<file path="src/rtl/sdpram_stream_fifo.sv">
// Stream FIFO controller around an external simple dual-port RAM with a fixed read latency.
// A credit-limited skid buffer absorbs the read pipeline so the output side can stall freely.
module sdpram_stream_fifo #(
    parameter int DATA_WIDTH = 8,
    parameter int MEM_DEPTH  = 16,
    parameter int ADDR_WIDTH = $clog2(MEM_DEPTH),
    parameter int RD_LATENCY = 3
) (
    input  logic                  clk,
    input  logic                  rst,
    input  logic                  s_valid,
    output logic                  s_ready,
    input  logic [DATA_WIDTH-1:0] s_data,
    output logic                  m_valid,
    input  logic                  m_ready,
    output logic [DATA_WIDTH-1:0] m_data,
    output logic                  ram_wena,
    output logic [ADDR_WIDTH-1:0] ram_addra,
    output logic [DATA_WIDTH-1:0] ram_dina,
    output logic                  ram_renb,
    output logic [ADDR_WIDTH-1:0] ram_addrb,
    input  logic [DATA_WIDTH-1:0] ram_doutb,
    output logic [ADDR_WIDTH:0]   level
);

    localparam int BUF_DEPTH = RD_LATENCY + 1;
    localparam int BIDX_W    = (BUF_DEPTH > 1) ? $clog2(BUF_DEPTH) : 1;
    localparam int CNT_W     = ADDR_WIDTH + 1;

    logic [ADDR_WIDTH-1:0] wr_ptr;
    logic [ADDR_WIDTH-1:0] rd_ptr;
    logic [CNT_W-1:0]      ram_cnt;
    logic [CNT_W-1:0]      buf_cnt;
    logic [CNT_W-1:0]      inflight;
    logic [CNT_W-1:0]      credit_used;
    logic [RD_LATENCY-1:0] tag;
    logic [DATA_WIDTH-1:0] buf_mem [BUF_DEPTH];
    logic [BIDX_W-1:0]     buf_wr;
    logic [BIDX_W-1:0]     buf_rd;
    logic                  wr;
    logic                  issue;
    logic                  pop;
    logic                  capture;

    function automatic logic [BIDX_W-1:0] next_bidx(input logic [BIDX_W-1:0] idx);
        if (idx == BIDX_W'(BUF_DEPTH - 1))
            return '0;
        return idx + BIDX_W'(1);
    endfunction

    always_comb begin
        inflight = '0;
        for (int i = 0; i < RD_LATENCY; i++)
            inflight = inflight + CNT_W'(tag[i]);
    end

    assign s_ready     = (ram_cnt < CNT_W'(MEM_DEPTH)) && !rst;
    assign wr          = s_valid && s_ready;
    assign m_valid     = (buf_cnt != '0) && !rst;
    assign pop         = m_valid && m_ready;
    // Every issued read owns a buffer slot from issue until pop, so the buffer cannot overflow.
    assign credit_used = inflight + buf_cnt - CNT_W'(pop);
    assign issue       = (ram_cnt != '0) && (credit_used < CNT_W'(BUF_DEPTH)) && !rst;
    assign capture     = tag[RD_LATENCY-1];

    assign ram_wena  = wr;
    assign ram_addra = rst ? '0 : wr_ptr;
    assign ram_dina  = s_data;
    // The RAM read pipeline only advances while enabled, so it stays on outside reset.
    assign ram_renb  = !rst;
    assign ram_addrb = rst ? '0 : rd_ptr;
    assign m_data    = rst ? '0 : buf_mem[buf_rd];
    assign level     = rst ? '0 : (ram_cnt + inflight + buf_cnt);

    always_ff @(posedge clk) begin
        if (rst) begin
            wr_ptr  <= '0;
            rd_ptr  <= '0;
            ram_cnt <= '0;
            buf_cnt <= '0;
            buf_wr  <= '0;
            buf_rd  <= '0;
            tag     <= '0;
        end else begin
            if (wr)
                wr_ptr <= wr_ptr + ADDR_WIDTH'(1);
            if (issue)
                rd_ptr <= rd_ptr + ADDR_WIDTH'(1);

            case ({wr, issue})
                2'b10:   ram_cnt <= ram_cnt + CNT_W'(1);
                2'b01:   ram_cnt <= ram_cnt - CNT_W'(1);
                default: ram_cnt <= ram_cnt;
            endcase

            tag[0] <= issue;
            for (int i = 1; i < RD_LATENCY; i++)
                tag[i] <= tag[i-1];

            if (capture)
                buf_wr <= next_bidx(buf_wr);
            if (pop)
                buf_rd <= next_bidx(buf_rd);

            case ({capture, pop})
                2'b10:   buf_cnt <= buf_cnt + CNT_W'(1);
                2'b01:   buf_cnt <= buf_cnt - CNT_W'(1);
                default: buf_cnt <= buf_cnt;
            endcase
        end
    end

    always_ff @(posedge clk) begin
        if (!rst && capture)
            buf_mem[buf_wr] <= ram_doutb;
    end

endmodule

</file>
<file path="config.mk">
export PLATFORM = sky130hd
export DESIGN_NAME = sdpram_stream_fifo
export DESIGN_NICKNAME = d
export VERILOG_FILES = /design/src/rtl/sdpram_stream_fifo.sv
export SDC_FILE = /design/constraint.sdc
export NUM_CORES = 1
export LEC_CHECK = 0
export CAP_MARGIN = 0
export CORE_ASPECT_RATIO = 1.75
export CORE_UTILIZATION = 30
export CTS_BUF_LIST = sky130_fd_sc_hd__clkbuf_2
export DETAILED_ROUTE_END_ITERATION = 8
export DONT_BUFFER_PORTS = 1
export MAX_ROUTING_LAYER = met4
export SLEW_MARGIN = 20
export SYNTH_ARGS = -nofsm -noshare
export SYNTH_HDL_FRONTEND = slang
export SYNTH_SLANG_ARGS = --single-unit
</file>
<file path="constraint.sdc">
create_clock -name clk -period 4.2 [get_ports clk]
set_input_delay 0.42 -clock clk [delete_from_list [all_inputs] [get_ports clk]]
set_output_delay 0.42 -clock clk [all_outputs]
set_load 0.01 [all_outputs]
</file>
Word-level counts from Yosys, hierarchy flattened
Memories as Yosys holds them, arrays and structs flattened. A register that Yosys moved wholly into a read port is not among the register bits.
Index checks and enable logic that the tools add are counted.
{ "word_totals": {"elab_cells": 62, "n_memories": 1, "mem_bits_ro": 0, "latch_bits": 0, "mem_bits_rw": 32, "register_bits": 25, "out_inout_bits": 33} }
{ "memory_table": {"columns": ["memory", "words", "width", "rd", "rd_ports_with_merged_regs", "wr", "line", "rtl"], "rows": [
  ["buf_mem", 4, 8, 1, 1, 1, "37", "logic [DATA_WIDTH-1:0] buf_mem [BUF_DEPTH];"]
]} }
{ "classes": {"addsub": 14, "multipliers": 0, "n_bitwise": 0, "shift": 0, "n_mux": 20, "n_eq_ne": 6, "n_reduce_logical": 12, "n_lt_le_gt_ge": 2, "div_mod_pow": 0} }
{ "op_table": {"columns": ["cell", "n"], "rows": [
  ["$pmux W5 S2", 2],
  ["$mux W2", 6],
  ["$add A5 B1 Y5 const B", 2],
  ["$reduce_bool A5 Y1", 2],
  ["$sub A5 B1 Y5 const B", 2],
  ["$add A4 B1 Y4 const B", 2],
  ["$eq A2 B2 Y1 const B", 4],
  ["$mux W1", 8],
  ["$mux W4", 2],
  ["$mux W8", 1],
  ["$logic_and A1 B1 Y1", 7],
  ["$add A3 B5 Y5", 1],
  ["$add A5 B3 Y5", 1],
  ["$add A5 B5 Y5", 1],
  ["$lt A5 B3 Y1 const B", 1],
  ["$lt A5 B5 Y1 const B", 1],
  ["$mux W5", 1],
  ["$sub A5 B1 Y5", 1],
  ["$add A2 B1 Y2 const B", 2],
  ["$eq A2 B1 Y1 const B", 2],
  ["$reduce_bool A2 Y1", 2],
  ["$add A2 B1 Y3", 1],
  ["$add A1 B1 Y2", 1],
  ["$logic_not A1 Y1", 1]
]} }

Depth between registers and ports, before layout
{ "logic_depth": {"depth_word": 9, "ltp_mapped": 18, "ltp_nobuf": 18} }

Worst setup path after synthesis
No wires, ideal clock.
{ "synth_timing": {"path_type": "reg2reg", "start": "register tag[2]", "end": "register ram_cnt[4]", "path_stages_with_launch": 17, "n_path_buf": 0, "slack_ns": 0.454, "arrival_ns": 3.676, "period_less_slack_ns": 3.746, "required_time_ns": 4.129, "cell_sequence": "dfxtp_1 > inv_1 > fa_1 > ha_1 > inv_1 > ha_1 > nand4_1 > nand4b_1 > mux2_4 > and3_4 > ha_1 > fa_1 > a21o_1 > a21oi_1 > xor2_1 > or3_1 > a21oi_1"} }
{ "synth_via": {"elab_chain_len": 8, "word_cells_on_any_way": 10, "classes_between": "add/sub: 3; order compare: 1; eq/ne: 2; mux: 1; reduce/logical: 3"} }
{ "synth_rtl": {"columns": ["element", "line", "rtl"], "rows": [
  ["from (decl)", "36", "logic [RD_LATENCY-1:0] tag;"],
  ["from (signal, indexed assignment)", "98", "tag[i] <= tag[i-1];"],
  ["$add A2 B1 Y3 (*)", "54", "inflight = inflight + CNT_W'(tag[i]);"],
  ["$add A3 B5 Y5 (*)", "62", "assign credit_used = inflight + buf_cnt - CNT_W'(pop);"],
  ["$sub A5 B1 Y5 (*)", "62", null],
  ["$lt A5 B3 Y1 (*)", "63", "assign issue = (ram_cnt != '0) && (credit_used < CNT_W'(BUF_DEPTH)) && !rst;"],
  ["$logic_and A1 B1 Y1 (*) (2 in series)", "63", null],
  ["via issue", "41", "logic issue;"],
  ["$eq A2 B1 Y1 or $eq A2 B2 Y1 (tied branches)", "90", "case ({wr, issue})"],
  ["$pmux W5 S2 or $reduce_bool A2 Y1 (tied branches)", null, null],
  ["to (signal assigned)", "91", "2'b10: ram_cnt <= ram_cnt + CNT_W'(1);"],
  ["to (signal assigned)", "92", "2'b01: ram_cnt <= ram_cnt - CNT_W'(1);"],
  ["to (signal assigned)", "93", "default: ram_cnt <= ram_cnt;"],
  ["to (decl)", "32", "logic [CNT_W-1:0] ram_cnt;"]
]} }
Mark *: on every way through the listed nets, which the timed path passes. The rest lies on a longest branch.
A chain may end at the register's enable or synchronous reset.

Worst setup path after layout
Ends and elaborated chain as after synthesis.

==> results.md <==
* Syn Nets at roughly 320
* Worst-path maximum fanout at 6
* H-tree depth at 3
* DRC at 0
* Max stage delay cell, worst path: fa_1
* Final Hold Vio Count at 0
* # IOs at between 50 and 60
* Filler Cells Inserted at 1015
* Placed cells at 383
* First-pass GRT wire length at approximately 9.4 mm
* Die Wd at slightly below 80 microns
* Core Area at 10240 sq um
* Crit path largest cell delay at between 0.4 and 0.5 ns
* Crit. Startpoint: tag[2]
* Routed Antenna Nets at 0
* Post-synth EDFFs at 32
* Max_cap viols at 0
* Root buffer cell: clkbuf_2
* Grt ovf at 0
* Syn Area/Cell at around 11 sq um
* Worst Setup EP: ram_cnt[4]
* Area of the multi-input gates at between 1000 and 1500 sq um
* PwrDens at 405.4 nW/um^2
* #FFs+latches synth at roughly 60
* Vias at between 1500 and 2000
* Crit. End Element: flip-flop
* Antenna violations before repair at 1
* Largest net degree at the start of global routing at 24
* Layout cell share with drive strength beyond 1 at 12.86%
* Reg area at 1503 sq um
* Reg2reg end: ram_cnt[4]
* Cells after Synth at ~270
* TritonCTS clock tree: done
* Min Tclk post-route at 3.954 ns
* Hold Crit Class: in -> reg
* Setup CP Type: reg -> reg
* Post-DP HPWL at about 4.1 mm
* RD Place Congestion at about 0.87
* Final Max Slew Viols at 0
* Worst VDD drop at about 0.15 mV
* R2R cell count at 16
* Slew HR at a little over half
* Synth async-reset ratio at 0%
* Most used cell, CP: ha_1
* Worst path required time at 4.61 ns
* Tot GR Track Use at 12.06%
* Fin nets at approximately 330
* Row Count at slightly below 50
* Routed WL per cell at between 10 and 15 microns
* Clock Skews at approximately 0.018 ns
* Vias per std cell at 4.686
* Top_reg_cell synth: edfxtp_1
* Yosys cell types at 34
* Crit path DAT at 4.36 ns
* FF-to-FF Start: tag[2]
* TritonCTS Buffers at 9
* Initial Util at between 30% and 40%
* Sequential area share after synthesis at between 40% and 50%
* Setup TNS at 0 ns
* Measured slew at the worst slew-check pin at slightly above 0.7 ns
* Clk buf depth at 2
* Die area at between 10000 and 15000 sq um
* Fin crit share at approximately 94%
* Worst path cell trace: inv_1, fa_1, ha_1, inv_1, ha_1, nand4_1, nand4b_1, mux2_4, and3_4, ha_1, fa_1, a21o_1, a21oi_1, xor2_1, or3_1, a21oi_1
* F_max at 0.2529 GHz
* Status: finished, final reports clean
* Worst-path clk slew at between 0.15 and 0.2 ns
* Final setup vio count at 0
* Crit path launch type: flip-flop
* Post-Route WL at between 5 and 6 mm
* Die height at 137.3 microns
* Worst R2R Setup Slack at ~0.25 ns
* Postcts setup bufs at 0
* Port Buffer Count at 0
* Pleak at about 1.3 nW
* TritonRoute pass-1 iters at 4
* Clk sink count at between 50 and 60
* Ys Warns at 0
* RSZ-0062 raised after global routing: false
* Number of global-route vias before repair at about 2000
* Syn Std Cell Area at 3137 sq um
* Non-filler instance count after layout at between 400 and 500
* Initial DRC count at roughly 70
* Clock latency on the worst-skew pair at 0.46 ns
* Area Overhead vs Synth at 8.177%
[cell families after synthesis]
group                      count (synthesis)  synth area share (%)
and+or+nand+nor                           87                 14.60
DFF                                       59                 47.87
buffers and inverters                     40                 5.864
adders and majority gates                 31                 13.80
AOI/OAI and AO/OA                         24                 4.508
xor gates and xnor gates                  16                 4.468
muxes                                     16                 8.895
[area by class of cell]
cell class	instances	area share [%]
Multi-Input combinational cell	174	42.77
Timing Repair Buffer	10	2.802
Tap cell	127	4.683
Sequential cell	59	44.28
Clock buffer	13	1.917
Inverter	21	2.323
Clock inverter	3	1.143
Antenna cell	1	0.07375
[how the worst min path moves through the flow]
stage                             from            end  slack, ns  cells after the start
after global routing      ram_doutb[7]  buf_mem[2][7]      0.001                      0
after CTS                 ram_doutb[4]  buf_mem[2][4]      0.005                      0
after detailed placement        tag[1]         tag[2]       0.46                      2
final                     ram_doutb[7]  buf_mem[2][7]       0.07                      0
after floorplan                 tag[1]         tag[2]       0.45                      2
after global placement          tag[1]         tag[2]       0.46                      2
[placed cells by master, fill, tap and decap left out, types with 2 or more instances in the layout]
cell type,n
nor2_1,32
edfxtp_1,32
dfxtp_1,26
ha_1,25
inv_1,21
nor2b_1,14
a21oi_1,13
clkbuf_2,13
and2_1,10
xnor2_1,8
mux4_2,8
xor2_1,8
dlygate4sd3_1,8
nand4_1,7
and3_1,6
fa_1,6
nand2_1,5
nor3_1,5
a21o_1,4
o21ai_0,4
mux2_4,3
mux2_2,3
a22o_1,2
mux2i_1,2
buf_4,2
[where the power goes]
group	switching (mW)	total (mW)	internal, mW	leakage [nW]
sequential	0.0390	0.682	0.643	0.507
combinational	0.190	0.359	0.169	0.751
clock	0.189	0.334	0.145	0.0736
total	0.418	1.38	0.958	1.33
[worst max-delay path: cells and delay by family (launching register included)]
family / cells / cell delay, ns
AND/OR/NAND/NOR: 4 / 0.75
adder cells (fa/ha/maj): 5 / 1.74
multiplexers: 1 / 0.33
AO/OA/AOI/OAI: 3 / 0.46
buffers and inverters: 2 / 0.14
flip-flops: 1 / 0.40
XOR/XNOR: 1 / 0.09
[metrics by stage]
stage | setup slack, ns | instance area, sq um | total power, mW | util, % | hold slack [ns]
floorplan | 0.4535 | 3137 | 0.9862 | - | 0.4476
global placement | 0.3134 | 3206 | 1.033 | 31.31 | 0.4636
detailed placement | 0.1872 | 3206 | 1.043 | 31.31 | 0.4647
CTS | 0.1546 | 3390 | 1.398 | 33.11 | 0.005441
global route | 0.0006550 | 3393 | 1.470 | 33.14 | 0.001223
finish | 0.2464 | 3393 | 1.376 | 33.14 | 0.06528
[sequential cells by signal, indices dropped and copies added, names as in the netlist, named ones only]
register,flops
rd_ptr,4
ram_cnt,5
buf_mem,32
buf_wr,2
wr_ptr,4
buf_rd,2
buf_cnt,5
tag,3
[Yosys cell counts, types with 7 or more instances]
| cell type | number | share of area (%) |
|---|---|---|
| nor2b_1 | 14 | 2.8 |
| edfxtp_1 | 32 | 31 |
| mux4_2 | 8 | 5.7 |
| nor2_1 | 32 | 3.8 |
| xnor2_1 | 8 | 2.2 |
| clkbuf_1 | 8 | 0.96 |
| dfxtp_1 | 27 | 17 |
| a21oi_1 | 13 | 2.1 |
| ha_1 | 25 | 10 |
| and2_1 | 10 | 2.0 |
| inv_1 | 21 | 2.5 |
| buf_4 | 8 | 1.9 |
| nand4_1 | 7 | 1.4 |
| xor2_1 | 8 | 2.2 |
[layer usage]
| metal | track usage, % | wire length (microns) |
|---|---|---|
| met5 | - | 0 |
| met4 | 6.364 | 115 |
| met3 | 3.709 | 226 |
| met2 | 21.12 | 3111 |
| met1 | 11.77 | 2258 |
[what timing repair did]
action	CTS	global route
endpoints found under the hold margin	40	0
resized for setup	0	1
hold buffers	8	0
endpoints found under the setup margin	0	1
(Power assumes the default switching activity.)
